--- src/rtl/ds_is_pipe_skid.sv ---
// ds_is_pipe_skid: dispatch-to-issue pipeline register with valid/ready handshake, skid buffer, empty-group drop and issued-lane counter
module ds_is_pipe_skid #(
  parameter int LANES      = 2,
  parameter int ALUOP_W    = 9,
  parameter int AREG_W     = 5,
  parameter int PREG_W     = 6,
  parameter int CNT_W      = 32,
  parameter int DROP_EMPTY = 1
) (
  input  logic                      clk,
  input  logic                      rst,
  input  logic                      flush,
  input  logic                      ds_valid,
  output logic                      ds_ready,
  input  logic [31:0]               ds_pc,
  input  logic [LANES-1:0]          ds_lane_valid,
  input  logic [LANES*ALUOP_W-1:0]  ds_aluop,
  input  logic [LANES*AREG_W-1:0]   ds_rdst,
  input  logic [LANES*PREG_W-1:0]   ds_rsrc1,
  input  logic [LANES*PREG_W-1:0]   ds_rsrc2,
  input  logic [LANES*PREG_W-1:0]   ds_phydst,
  input  logic [LANES*32-1:0]       ds_imm,
  output logic                      is_valid,
  input  logic                      is_ready,
  output logic [LANES-1:0]          is_lane_valid,
  output logic [LANES*ALUOP_W-1:0]  is_aluop,
  output logic [LANES*AREG_W-1:0]   is_rdst,
  output logic [LANES*PREG_W-1:0]   is_rsrc1,
  output logic [LANES*PREG_W-1:0]   is_rsrc2,
  output logic [LANES*PREG_W-1:0]   is_phydst,
  output logic [LANES*32-1:0]       is_imm,
  output logic [LANES*32-1:0]       is_pc,
  output logic [CNT_W-1:0]          issued_cnt
);
  localparam int PW = LANES * (1 + ALUOP_W + AREG_W + 3 * PREG_W + 64);
  typedef enum logic [1:0] {EMPTY, ONE, TWO} state_t;
  state_t state, state_n;
  logic [PW-1:0] main_q, skid_q, main_n, skid_n, in_e;
  logic [LANES*32-1:0] pcs;
  logic [CNT_W-1:0] pop;
  logic acc, keep, iss;
  for (genvar i = 0; i < LANES; i++) begin : g_pc
    assign pcs[i*32 +: 32] = ds_pc + 32'(4 * i);
  end
  assign in_e = {ds_lane_valid, ds_aluop, ds_rdst, ds_rsrc1, ds_rsrc2, ds_phydst, ds_imm, pcs};
  assign {is_lane_valid, is_aluop, is_rdst, is_rsrc1, is_rsrc2, is_phydst, is_imm, is_pc} = main_q;
  assign is_valid = state != EMPTY;
  assign iss = is_valid & is_ready;
  assign acc = ds_valid & ds_ready;
  assign keep = acc & ((DROP_EMPTY == 0) | (|ds_lane_valid));
  always_comb begin
    state_n = state == EMPTY ? (keep ? ONE : EMPTY)
            : state == ONE   ? (keep & !iss ? TWO : !keep & iss ? EMPTY : ONE)
            : (iss ? ONE : TWO);
    main_n = (state == TWO & iss) ? skid_q : (keep & (state == EMPTY | iss)) ? in_e : main_q;
    skid_n = (state == ONE & keep & !iss) ? in_e : skid_q;
    pop = '0;
    for (int k = 0; k < LANES; k++) pop = pop + CNT_W'(is_lane_valid[k]);
  end
  always_ff @(posedge clk) begin
    if (!rst) begin
      state      <= EMPTY;
      ds_ready   <= 1'b1;
      main_q     <= '0;
      skid_q     <= '0;
      issued_cnt <= '0;
    end else if (flush) begin
      state    <= EMPTY;
      ds_ready <= 1'b1;
      main_q   <= '0;
      skid_q   <= '0;
    end else begin
      state    <= state_n;
      ds_ready <= state_n != TWO;
      main_q   <= main_n;
      skid_q   <= skid_n;
      if (iss) issued_cnt <= issued_cnt + pop;
    end
  end
endmodule

--- config.mk ---
export PLATFORM = sky130hd
export DESIGN_NAME = ds_is_pipe_skid
export DESIGN_NICKNAME = d
export VERILOG_FILES = /design/src/rtl/ds_is_pipe_skid.sv
export SDC_FILE = /design/constraint.sdc
export NUM_CORES = 1
export LEC_CHECK = 0
export ABC_AREA = 1
export ABC_CLOCK_PERIOD_IN_PS = 2410
export CAP_MARGIN = 10
export CORE_MARGIN = 3
export CORE_UTILIZATION = 47
export CTS_BUF_LIST = sky130_fd_sc_hd__clkbuf_8
export CTS_CLUSTER_DIAMETER = 200
export CTS_CLUSTER_SIZE = 40
export DETAILED_ROUTE_END_ITERATION = 16
export DONT_BUFFER_PORTS = 1
export GPL_TIMING_DRIVEN = 0
export SLEW_MARGIN = 25
export SYNTH_ARGS = -nofsm -noshare
export SYNTH_HDL_FRONTEND = slang
export SYNTH_SLANG_ARGS = --single-unit
--- constraint.sdc ---
create_clock -name clk -period 2.41 [get_ports clk]
set_input_delay 0.482 -clock clk [delete_from_list [all_inputs] [get_ports clk]]
set_output_delay 0.482 -clock clk [all_outputs]
set_load 0.005 [all_outputs]
; ---- Word-level counts from Yosys, hierarchy flattened
; Cells that the tools add are included.
[word_totals]
regBits = 423
input_bits = 167
out_inout_bits = 228
[op_classes]
n_addsub = 3
eq_ne = 3
muxes = 8
bitwise = 12
n_reduce_logical = 8
[ops]
columns = cell, count
row1 = $mux W194, 2
row2 = $add A32 B2 Y32, 1
row3 = $add A32 B3 Y32 const B, 1
row4 = $and A1 B1 Y1, 9
row5 = $mux W2, 4
row6 = $reduce_bool A2 Y1, 2
row7 = $reduce_or A2 Y1, 2
row8 = $add A1 B1 Y2, 1
row9 = $eq A2 B1 Y1 const B, 1
row10 = $eq A2 B2 Y1 const B, 1
row11 = $logic_not A1 Y1, 2
row12 = $logic_not A2 Y1, 1
row13 = $mux W1, 2
row14 = $ne A2 B2 Y1 const B, 1
row15 = $not A1 Y1, 2
row16 = $reduce_and A2 Y1, 1
row17 = $or A1 B1 Y1, 1

; ---- Logic depth before layout (Yosys ltp)
; Gate-level depths: netlist of the first run.
[depth]
word_depth = 9
depth_mapped = 13

; ---- Worst setup path after synthesis of the first run
; No wires, ideal clock.
[synth_timing]
kind = flip-flop to flip-flop
start = register main_q[192]
end = register issued_cnt[24]
setup_time_ns = 0.113
t_arrival_ns = 1.887
path_slack_ns = 0.410
path_stages_with_launch = 14
n_path_buf = 0
period_less_slack_ns = 2.000
path_cell_list = dfxtp_1 inv_1 fa_1 inv_1 ha_1 inv_1 nor2_1 nand3_1 nor2_1 nand2_1 nor2_1 nand2_1 nand2_1 nor2_1
[synth_between]
elab_chain_cells = 2
[synth_lines]
columns = item, line_no
row1 = "start, declared", 38  ; logic [PW-1:0] main_q, skid_q, main_n, skid_n, in_e;
row2 = "start signal, assigned", 75  ; main_q <= main_n;
row3 = $add A1 B1 Y2, 58  ; for (int k = 0; k < LANES; k++) pop = pop + CNT_W'(is_lane_valid[k]);
row4 = $add A32 B2 Y32, 77  ; if (iss) issued_cnt <= issued_cnt + pop;
row5 = "end signal, assigned", 77
row6 = "end, declared", 33  ; output logic [CNT_W-1:0] issued_cnt
; No other way between the ends.
; A chain may end at the register's enable or synchronous reset.

; ---- Worst setup path after layout of the first run
[layout_timing]
start = register main_q[192]
end = register issued_cnt[22]
; The elaborated chain is that of the path after synthesis.

==> reports/qor.yml, run 1 <==
min_path:
  min_path_type: "in -> reg"
  holdCritStartpoint: "ds_aluop[3]"
global_routing:
  grt_pass1_wl_um: 87500
  grt_max_degree: 41
  grt_pass1_vias: 15400
  antenna_found_initial: 0
  grt_usage: 0.281
  grt.overflow.total: 0
critical_path:
  crit_fanout: 5
  ff2ff_setup_slack_ps: 140
  rr_endpoint: "issued_cnt[22]"
  r2r-start: "main_q[192]"
  arrival_ps: 2830
  ff2ff_path_depth: 13
  critical_path_class: "reg -> reg"
  crit_path_end: "issued_cnt[22]"
  worst_setup_path_start_kind: "flop"
  cp-startpoint: "main_q[192]"
  critPathCaptureType: "flop"
  crit_required_ps: 2970
power:
  leakage_nw: 7.13
  vdd_drop_max_uv: 522
  p_per_area_nw_per_um2: 574
synth:
  ys_seq_area_frac: 0.491
  async_reset_ff_frac: 0
  avgSynthCellArea_um2: 7.07
  synth.distinct_cells: 29
  synthCells: 2414
  synth_ff_type: "dfxtp_1"
  synth-edff-count: 0
  ys_warn_count: 0
  ys_ff_latch: 419
  syn-num-nets: 2586
  netlist_area_um2: 17100
sta:
  finalSetupTns_ps: 0
  worst_pin_slew_ps: 796
  post-route-min-period_ps: 2270
  slew_viol_final: 0
  rsz0062_at_grt: "false"
  fmax_mhz: 440
  hold_viol: 0
  setup_viol: 0
  period_share: 0.942
  fin_skew_ps: 32.7
  whs_ps: 15.6
  max_slew_margin: 0.469
finish:
  regArea_um2: 8390
  antenna_cells: 0
  multi_input_area_um2: 7500
  layout-drive-gt1-share: 0.0348
  num-fill-cells: 3581
  area_delta_synth_final_pct: 13.9
  fin_nets: 2756
die:
  die_w_um: 197
  fp.dieArea_um2: 38700
  core_um2: 35700
  start_util: 0.479
  rows: 69
  ios: 395
  fp.dieH_um: 197
place:
  portBuffers: 0
  globalplace.congestion: 0.855
  hpwl_um: 41000
cts:
  cts_tree: "built"
  clock_sinks: 419
  clockBufferDepth: 3
  cts_root_buffer: "clkbuf_8"
  cts_buffers: 14
  path_clk_slew_ps: 250
  clk_latency_ps: 620
  h-tree-depth: 1
drt:
  vias: 16500
  drt_iter0_drc: 1118
  drt-total-wl_um: 56700
  postRouteAntennaNets: 0
  vias_per_cell: 5.42
  route.detailed.drc: 0
  firstDrtPassIters: 5
  wl_per_cell_um: 18.6
run_status:
  outcome: "complete, no violations"
flow_run:
  maxCapViolCount: 0
cells in the final DEF (no fill, tap or decap), drive strengths merged, types with 45 or more instances in the layout:
master       Yosys  final
nand3           57     57
a21oi          100    100
dlygate4sd3      0    153
clkbuf          89    104
buf             63     64
dfxtp          419    419
nor3           120    120
a31oi           45     45
o21ai          333    333
inv            150    150
nor2           634    634
nand2          355    355
synth_stat cells (all sizes together), types with 2 or more instances:
cell    count  area share
inv       150       0.033
buf        63       0.018
xor2       17      0.0087
a31oi      45       0.016
nand2     355       0.078
clkbuf     89       0.020
nand4      11      0.0040
nor3      120       0.035
dfxtp     419        0.49
a21oi     100       0.029
o21a        2     0.00088
o21ai     333       0.098
o211ai      2     0.00088
nor2      634        0.14
ha          4      0.0029
a22oi       9      0.0040
nand3      57       0.017
per-layer routing:
layer,global-route usage,wire length [µm]
met4,0.0776,1680
met3,0.0726,5270
met5,0,0
met1,0.362,23400
met2,0.469,26300
final cells by class:
type	count	share of cell area
sequential	419	0.431
multi-input combinational	1693	0.385
timing repair buffer	154	0.0791
buffer	152	0.0333
tap	461	0.0297
inverter	150	0.0289
clock buffer	15	0.0106
clock inverter	1	0.00154
where the power goes:
part | internal, mW | leakage (nW) | switching [mW]
clock | 0.597 | 0.119 | 2.12
sequential | 7.10 | 3.39 | 0.141
combinational | 0.454 | 3.62 | 0.751
state kept, by name (all words and copies together), names as in the netlist:
name / cells
main_q: 192
ds_ready: 1
state: 2
skid_q: 192
issued_cnt: 32
cells by family after synthesis:
logic type	Yosys count	share of synthesized area
adder cells (fa/ha/maj)	5	0.00410
AO/OA/AOI/OAI	492	0.150
flip-flops	419	0.491
XOR/XNOR	17	0.00872
buffers and inverters	302	0.0708
AND/OR/NAND/NOR	1179	0.275
per-stage QoR:
stage                     utilization  area [µm²]  power, mW  setup slack (ps)  cells
after floorplan                     -       17100       8.01               410   2414
after global placement          0.495       17700       8.31              -406   2875
after detailed placement        0.495       17700       8.33              -443   2875
after CTS                       0.544       19400       11.2              2.38   3040
after global routing            0.545       19400       11.6              19.6   3045
final                           0.545       19400       11.2               140   3045
worst max-delay path, cell delays in order (launching register included):
cell and delay (ps):
dfxtp_2 420, inv_1 60, fa_1 460, inv_1 130
ha_1 150, inv_1 40, nor2_1 160, nand3_2 140
nor2_4 170, nand2_1 160, nor2_1 160, nand2_1 60
nand2_1 50, nor2_1 40
what timing repair did:
| action | CTS | global route |
|---|---|---|
| hold buffers | 149 | 4 |
| setup buffers | 0 | 1 |
| pin swaps | 0 | 1 |
| setup endpoints to repair | 4 | 10 |
| endpoints found under the hold margin | 224 | 4 |
| resized for setup | 1 | 8 |
worst min-delay path by stage:
stage / endpoint / slack (ps) / depth (start not counted)
after detailed placement: skid_q[188] / 440 / 2
final: skid_q[177] / 20 / 2
after global routing: skid_q[176] / 0.5 / 2
after floorplan: skid_q[178] / 420 / 2
after global placement: skid_q[178] / 430 / 2
after CTS: skid_q[76] / 0.03 / 2
Note: power is estimated with default switching activity, not from simulation.
==> run 2: changes to the inputs <==
--- a/config.mk
+++ b/config.mk
@@ -16,6 +16,7 @@
 export DETAILED_ROUTE_END_ITERATION = 16
 export DONT_BUFFER_PORTS = 1
 export GPL_TIMING_DRIVEN = 0
+export SETUP_SLACK_MARGIN = 0.3
 export SLEW_MARGIN = 25
 export SYNTH_ARGS = -nofsm -noshare
 export SYNTH_HDL_FRONTEND = slang
==> run 2 against run 1 <==
Against the previous run: power about the same; final area increased by 0.80%; via count decreased by 0.31%; fmax increased by 13%; critical path depth decreased by 1; hold slack improved by 3.3 ps; sequential power about the same; largest power group unchanged.
==> reports/qor.yml, run 2 (synthesized netlist as in run 1, its figures left out) <==
die:
  fp.dieH_um: 197  # unchanged
  fp.dieArea_um2: 38700  # unchanged
  ios: 395  # unchanged
  rows: 69  # unchanged
  core_um2: 35700  # unchanged
  die_w_um: 197  # unchanged
  start_util: 0.479  # unchanged
power:
  power_frac_comb: 0.109  # was 0.108
  vdd_drop_max_uv: 521  # was 522 µV
  p_per_area_nw_per_um2: 569  # was 574 nW/µm²
  switchingPower_mw: 3.00  # was 3.01 mW
  leakage_nw: 7.19  # was 7.13 nW
  p_int_mw: 8.15  # about the same
  seqPwrFrac: 0.649  # about the same
  p_sw_frac: 0.269  # was 0.270
  clkPwrFrac: 0.242  # was 0.243
  total_power_mw: 11.2  # about the same
global_routing:
  antenna_found_initial: 0  # unchanged
  grt_pass1_vias: 15500  # was 15400
  grt_pass1_wl_um: 87500  # about the same
  grt.overflow.total: 0  # unchanged
  grt_max_degree: 41  # unchanged
  grt_usage: 0.281  # about the same
drt:
  postRouteAntennaNets: 0  # unchanged
  vias: 16400  # was 16500
  top_layer: "met4"  # unchanged
  met2WireLength_um: 26500  # was 26300 µm
  wl_per_cell_um: 18.7  # was 18.6 µm
  route.detailed.drc: 0  # unchanged
  drt-total-wl_um: 56900  # was 56700 µm
  vias_per_cell: 5.39  # was 5.42
  wl_met1_um: 23700  # was 23400 µm
  drt_iter0_drc: 1106  # was 1118
  firstDrtPassIters: 5  # unchanged
  dr_wl_met3_um: 5100  # was 5270 µm
cts:
  path_clk_slew_ps: 250  # about the same
  clock_sinks: 419  # unchanged
  clockBufferDepth: 3  # unchanged
  h-tree-depth: 1  # unchanged
  clk_latency_ps: 610  # was 620 ps
  cts_tree: "built"  # unchanged
  cts_root_buffer: "clkbuf_8"  # unchanged
  cts_buffers: 14  # unchanged
flow_run:
  maxCapViolCount: 0  # unchanged
min_path:
  min_path_type: "in -> reg"  # unchanged
place:
  globalplace.congestion: 0.855  # unchanged
  hpwl_um: 41000  # unchanged
  portBuffers: 0  # unchanged
critical_path:
  cpMostUsedCell: "inv_2"
  critPathSlowestCell: "dfxtp_2"  # was fa_1
  cp_slowest_stage_delay_ps: 420  # was 460 ps
  crit_buf_inv: 5  # was 3
  critical_path_class: "reg -> reg"  # unchanged
  arrival_ps: 2580  # was 2830 ps
  crit_path_cell_trace: "inv_2, fa_2, inv_2, ha_4, inv_2, nor2_4, nand4_1, buf_4, inv_1, nand2_1, o21ai_0, nor2_1"  # was inv_1, fa_1, inv_1, ha_1, inv_1, nor2_1, nand3_2, nor2_4, nand2_1, nor2_1, nand2_1, nand2_1, nor2_1
  crit_fanout: 3  # was 5
  critPathCaptureType: "flop"  # unchanged
  worst_setup_path_start_kind: "flop"  # unchanged
  cp_top_family: "adder cells"  # was simple AND/OR/NAND/NOR gates
  crit_required_ps: 2970  # about the same
finish:
  antenna_cells: 0  # unchanged
  area_delta_synth_final_pct: 14.8  # was 13.9%
  layout-drive-gt1-share: 0.0456  # was 0.0348
  final_common_cell: "nor2_1"  # unchanged
  layout_common_cells: "621 x nor2_1, 415 x dfxtp_1, 353 x nand2_1"  # was 625 x nor2_1, 417 x dfxtp_1, 354 x nand2_1
  fin_nets: 2761  # was 2756
  num-fill-cells: 3566  # was 3581
  top_regs: "main_q x192, skid_q x192, issued_cnt x32"  # unchanged
sta:
  worst_pin_slew_ps: 699  # was 796 ps
  hold_viol: 0  # unchanged
  slew_viol_final: 0  # unchanged
  fmax_mhz: 497  # was 440 MHz
  post-route-min-period_ps: 2010  # was 2270 ps
  rsz0062_at_grt: "true"  # was false
  whs_ps: 18.8  # was 15.6 ps
  fin_skew_ps: 31.6  # was 32.7 ps
  period_share: 0.835  # was 0.942
  setup_viol: 0  # unchanged
  max_slew_margin: 0.534  # was 0.469
run_status:
  outcome: "complete, no violations"  # unchanged
-- run 2: changes by cell type in the layout (fill, tap and decap cells not counted), moves of 3 or more --
| cell | before | now |
|---|---|---|
| clkbuf_4 | 0 | 8 |
| buf_4 | 5 | 12 |
| clkbuf_2 | 1 | 11 |
| nor2_1 | 625 | 621 |
| nor2_4 | 1 | 6 |
| buf_2 | 48 | 38 |
| inv_1 | 145 | 142 |
| buf_1 | 11 | 8 |
| clkbuf_1 | 88 | 80 |
-- run 2: metrics by stage --
stage                     instance area (µm²)   util  TNS [ps]  setup WS [ps]  instances
final                                   19600  0.550         0            397       3050
after global routing                    19600  0.550         0            259       3050
after CTS                               19400  0.545         0            282       3041
after detailed placement                17700  0.495    -14600           -443       2875
after global placement                  17700  0.495    -15690           -406       2875
after floorplan                         17100      -         0            410       2414
-- run 2: layer usage --
metal,vias to the layer above,GRT usage
met3,85,0.0726
met4,0,0.0758
met5,-,0
met1,7680,0.362
li1,8112,-
met2,563,0.470
-- run 2: final timing paths --
path / startpoint / end / slack [ps] / depth (start not counted)
setup / recovery: issued_cnt[0] / issued_cnt[8] / 400 / 12
hold / removal: ds_lane_valid[0] / main_q[192] / 20 / 2
setup reg to reg: issued_cnt[0] / issued_cnt[8] / 400 / 12
hold reg to reg: skid_q[183] / skid_q[183] / 460 / 2
-- run 2: area by class of cell --
class | instances | area [µm²] | area share
clock buffers | 15 | 206 | 0.0105
plain buffers | 152 | 688 | 0.0351
well taps | 461 | 577 | 0.0294
clock inverters | 1 | 30.0 | 0.00153
repair buffers | 159 | 1580 | 0.0806
multi-input cells | 1693 | 7560 | 0.386
inverters | 150 | 566 | 0.0288
flip-flops and latches | 419 | 8400 | 0.428
-- run 2: timing repair --
action                                  4_1_cts  5_1_grt
pin swaps                                     1        8
setup buffers                                 1        5
gates resized for setup                      18       43
hold buffers                                149        4
endpoints found under the setup margin      105      282
hold endpoints to repair                    224        4
-- run 2: power groups by stage --
stage / Sequential (mW) / Combinational, mW / Clock (mW)
finish: 7.24 / 1.22 / 2.70
global route: 7.26 / 1.36 / 2.99
CTS: 7.24 / 1.20 / 2.78
detailed placement: 7.37 / 0.952 / 0
global placement: 7.37 / 0.942 / 0
floorplan: 7.31 / 0.694 / 0
==> run 3: changes to the inputs <==
--- a/config.mk
+++ b/config.mk
@@ -5,8 +5,8 @@
 export SDC_FILE = /design/constraint.sdc
 export NUM_CORES = 1
 export LEC_CHECK = 0
-export ABC_AREA = 1
-export ABC_CLOCK_PERIOD_IN_PS = 2410
+export ABC_AREA = 0
+export ABC_CLOCK_PERIOD_IN_PS = 1800
 export CAP_MARGIN = 10
 export CORE_MARGIN = 3
 export CORE_UTILIZATION = 47
==> constraint.sdc (replaced) <==
create_clock -name clk -period 1.8 [get_ports clk]
set_input_delay 0.36 -clock clk [delete_from_list [all_inputs] [get_ports clk]]
set_output_delay 0.36 -clock clk [all_outputs]
set_load 0.005 [all_outputs]
==> run 3 against run 2 <==
Against the previous run: the run now ends with setup timing left; core utilization up 16 points; hold slack better by 17 ps; sequential power up 34%; highest routed layer unchanged; clock skew up 16 ps; die area down 5.4%; global-route usage up 0.19 points; clock-buffer cell count unchanged; final area up 22%; synthesized cell count down 21%; fmax down 3.1%.
==> reports/qor.yml, run 3 <==
power:
  leakage_nw: 8.48  # was 7.19 nW
  total_power_mw: 15.8  # was 11.2 mW
  p_per_area_nw_per_um2: 662  # was 569 nW/µm²
  vdd_drop_max_uv: 725  # was 521 µV
global_routing:
  grt.overflow.total: 0  # unchanged
  grt_pass1_vias: 14400  # was 15500
  grt_max_degree: 42  # was 41
  antenna_found_initial: 1  # was 0
  grt_usage: 0.283  # was 0.281
  grt_pass1_wl_um: 83100  # was 87500 µm
sta:
  max_slew_margin: 0.513  # was 0.534
  period_share: 1.15  # was 0.835
  finalSetupTns_ps: -12360  # was 0 ps
  slew_viol_final: 0  # unchanged
  whs_ps: 36.2  # was 18.8 ps
  hold_viol: 0  # unchanged
  fin_skew_ps: 47.7  # was 31.6 ps
  setup_viol: 186  # was 0
  worst_pin_slew_ps: 730  # was 699 ps
  rsz0062_at_grt: "true"  # unchanged
  post-route-min-period_ps: 2080  # was 2010 ps
  fmax_mhz: 482  # was 497 MHz
  fin_ws_ps: -277  # was 397 ps
drt:
  drt-total-wl_um: 60200  # was 56900 µm
  vias_per_cell: 5.91  # was 5.39
  wl_per_cell_um: 22.8  # was 18.7 µm
  drt_iter0_drc: 1286  # was 1106
  route.detailed.drc: 0  # unchanged
  vias: 15600  # was 16400
  postRouteAntennaNets: 0  # unchanged
  firstDrtPassIters: 6  # was 5
synth:
  synth_ff_type: "dfxtp_1"  # unchanged
  synth_top_area_share: 0.520  # was 0.491
  netlist_area_um2: 16100  # was 17100 µm²
  ys_top_cells_by_count: "419 x dfxtp_1, 365 x nand2_1, 300 x nor2_1"  # was 628 x nor2_1, 419 x dfxtp_1, 354 x nand2_1
  yosysMostFrequentCell: "dfxtp_1"  # was nor2_1
  async_reset_ff_frac: 0  # unchanged
  synthCells: 1913  # was 2414
  synth_top_area_cell: "dfxtp_1"  # unchanged
  ys_ff_latch: 419  # unchanged
  ys_seq_area_frac: 0.520  # was 0.491
  synthTopCellsByArea: "dfxtp_1 52%, nand2_1 8.5%, nor2_1 7.0%"  # was dfxtp_1 49%, nor2_1 14%, o21ai_0 9.6%
  avgSynthCellArea_um2: 8.43  # was 7.07 µm²
  ys_warn_count: 0  # unchanged
  syn-num-nets: 2085  # was 2586
  synth.distinct_cells: 49  # was 29
  synth-edff-count: 0  # unchanged
place:
  portBuffers: 0  # unchanged
  post-place-ws_ps: -444  # was -443 ps
  globalplace.congestion: 0.828  # was 0.855
  place_inst: 2361  # was 2875
  hpwl_um: 37600  # was 41000 µm
  placed_area_um2: 17400  # was 17700 µm²
critical_path:
  crit_required_ps: 2380  # was 2970 ps
  critPathCaptureType: "flop"  # unchanged
  worst_setup_path_start_kind: "flop"  # unchanged
  arrival_ps: 2660  # was 2580 ps
  r2r-start: "issued_cnt[0]"  # unchanged
  crit_fanout: 3  # unchanged
  critical_path_class: "reg -> reg"  # unchanged
  ff2ff_path_depth: 8  # was 12
  rr_endpoint: "issued_cnt[20]"  # was issued_cnt[8]
  ff2ff_setup_slack_ps: -280  # was 400 ps
die:
  rows: 67  # was 69
  die_w_um: 191  # was 197 µm
  fp.dieH_um: 191  # was 197 µm
  ios: 395  # unchanged
  fp.dieArea_um2: 36600  # was 38700 µm²
  core_um2: 33700  # was 35700 µm²
  start_util: 0.478  # was 0.479
cts:
  clockBufferDepth: 3  # unchanged
  clock_sinks: 419  # unchanged
  h-tree-depth: 1  # unchanged
  cts_buffers: 14  # unchanged
  path_clk_slew_ps: 230  # was 250 ps
  cts_root_buffer: "clkbuf_8"  # unchanged
  clk_latency_ps: 630  # was 610 ps
  cts_tree: "built"  # unchanged
finish:
  final_common_cell: "dfxtp_1"  # was nor2_1
  area_delta_synth_final_pct: 48.2  # was 14.8%
  fin_area_um2: 23900  # was 19600 µm²
  fin_nets: 2363  # was 2761
  final_util: 0.709  # was 0.550
  finalNonFillerCells: 2643  # was 3050
  layout-drive-gt1-share: 0.319  # was 0.0456
  layout_common_cells: "408 x dfxtp_1, 253 x nand2_1, 236 x nor2_1"  # was 621 x nor2_1, 415 x dfxtp_1, 353 x nand2_1
  top_regs: "main_q x192, skid_q x192, issued_cnt x32"  # unchanged
min_path:
  min_path_type: "in -> reg"  # unchanged
  hold_path_depth: 4  # was 2
  holdCritStartpoint: "ds_pc[2]"  # was ds_lane_valid[0]
  worst_hold_path.endpoint: "skid_q[37]"  # was main_q[192]
run_status:
  outcome: "complete, but fails checks"  # was complete, no violations
  violations: "setup timing"
flow_run:
  maxCapViolCount: 0  # unchanged
==> run 3: area by class of cell <==
cell class	instances	area (µm²)
Multi-Input combinational cell	1320	9520
Sequential cell	419	8410
Timing Repair Buffer	262	3240
Clock buffer	15	206
Inverter	11	50.0
Fill cell	2552	9810
Buffer	163	1860
Tap cell	448	561
Clock inverter	2	33.8
Antenna cell	3	7.51
==> run 3: how the worst max path moves through the flow <==
stage	cells past startpoint	to	startpoint
finish	8	issued_cnt[20]	issued_cnt[0]
detailed placement	5	main_q[7]	rst
floorplan	8	issued_cnt[20]	issued_cnt[0]
CTS	8	issued_cnt[20]	issued_cnt[0]
global placement	7	main_q[150]	rst
global route	9	issued_cnt[23]	issued_cnt[0]
==> run 3: timing repair <==
| action | CTS | global route |
|---|---|---|
| pin swaps | 33 | 156 |
| endpoints found under the hold margin | 374 | 0 |
| gates resized for setup | 230 | 580 |
| buffers inserted | 27 | 26 |
| setup endpoints to repair | 439 | 480 |
| hold buffers | 165 | 0 |
| gates cloned | 11 | 33 |
==> run 3: cell families after synthesis <==
kind of cell	count (synthesis)	synth area share
AOI/OAI and AO/OA	442	0.184
xor gates and xnor gates	55	0.0299
adders and majority gates	5	0.00435
buffers and inverters	174	0.0444
DFF	419	0.520
muxes	2	0.00124
and+or+nand+nor	816	0.216
==> run 3: layer usage <==
metal | part of all wire | vias up | routed length [µm] | track usage
li1 | - | 7273 | - | -
met1 | 0.41 | 7670 | 24700 | 0.373
met2 | 0.48 | 593 | 28900 | 0.469
met3 | 0.084 | 95 | 5060 | 0.0706
met4 | 0.026 | 0 | 1560 | 0.0629
met5 | 0 | - | 0 | 0
==> run 3: worst max-delay path: stages (launching register included) <==
cell and delay, ps:
dfxtp_4 420, inv_2 40, fa_2 410, inv_2 90, ha_4 140, nand2_2 60
or4_4 420, or3_1 320, a21boi_1 120
==> run 3: report_power, final <==
part / total [mW] / internal (mW) / switching (mW)
clock: 3.64 / 0.801 / 2.84
sequential: 9.69 / 9.48 / 0.209
combinational: 2.47 / 1.20 / 1.27
total: 15.8 / 11.5 / 4.32
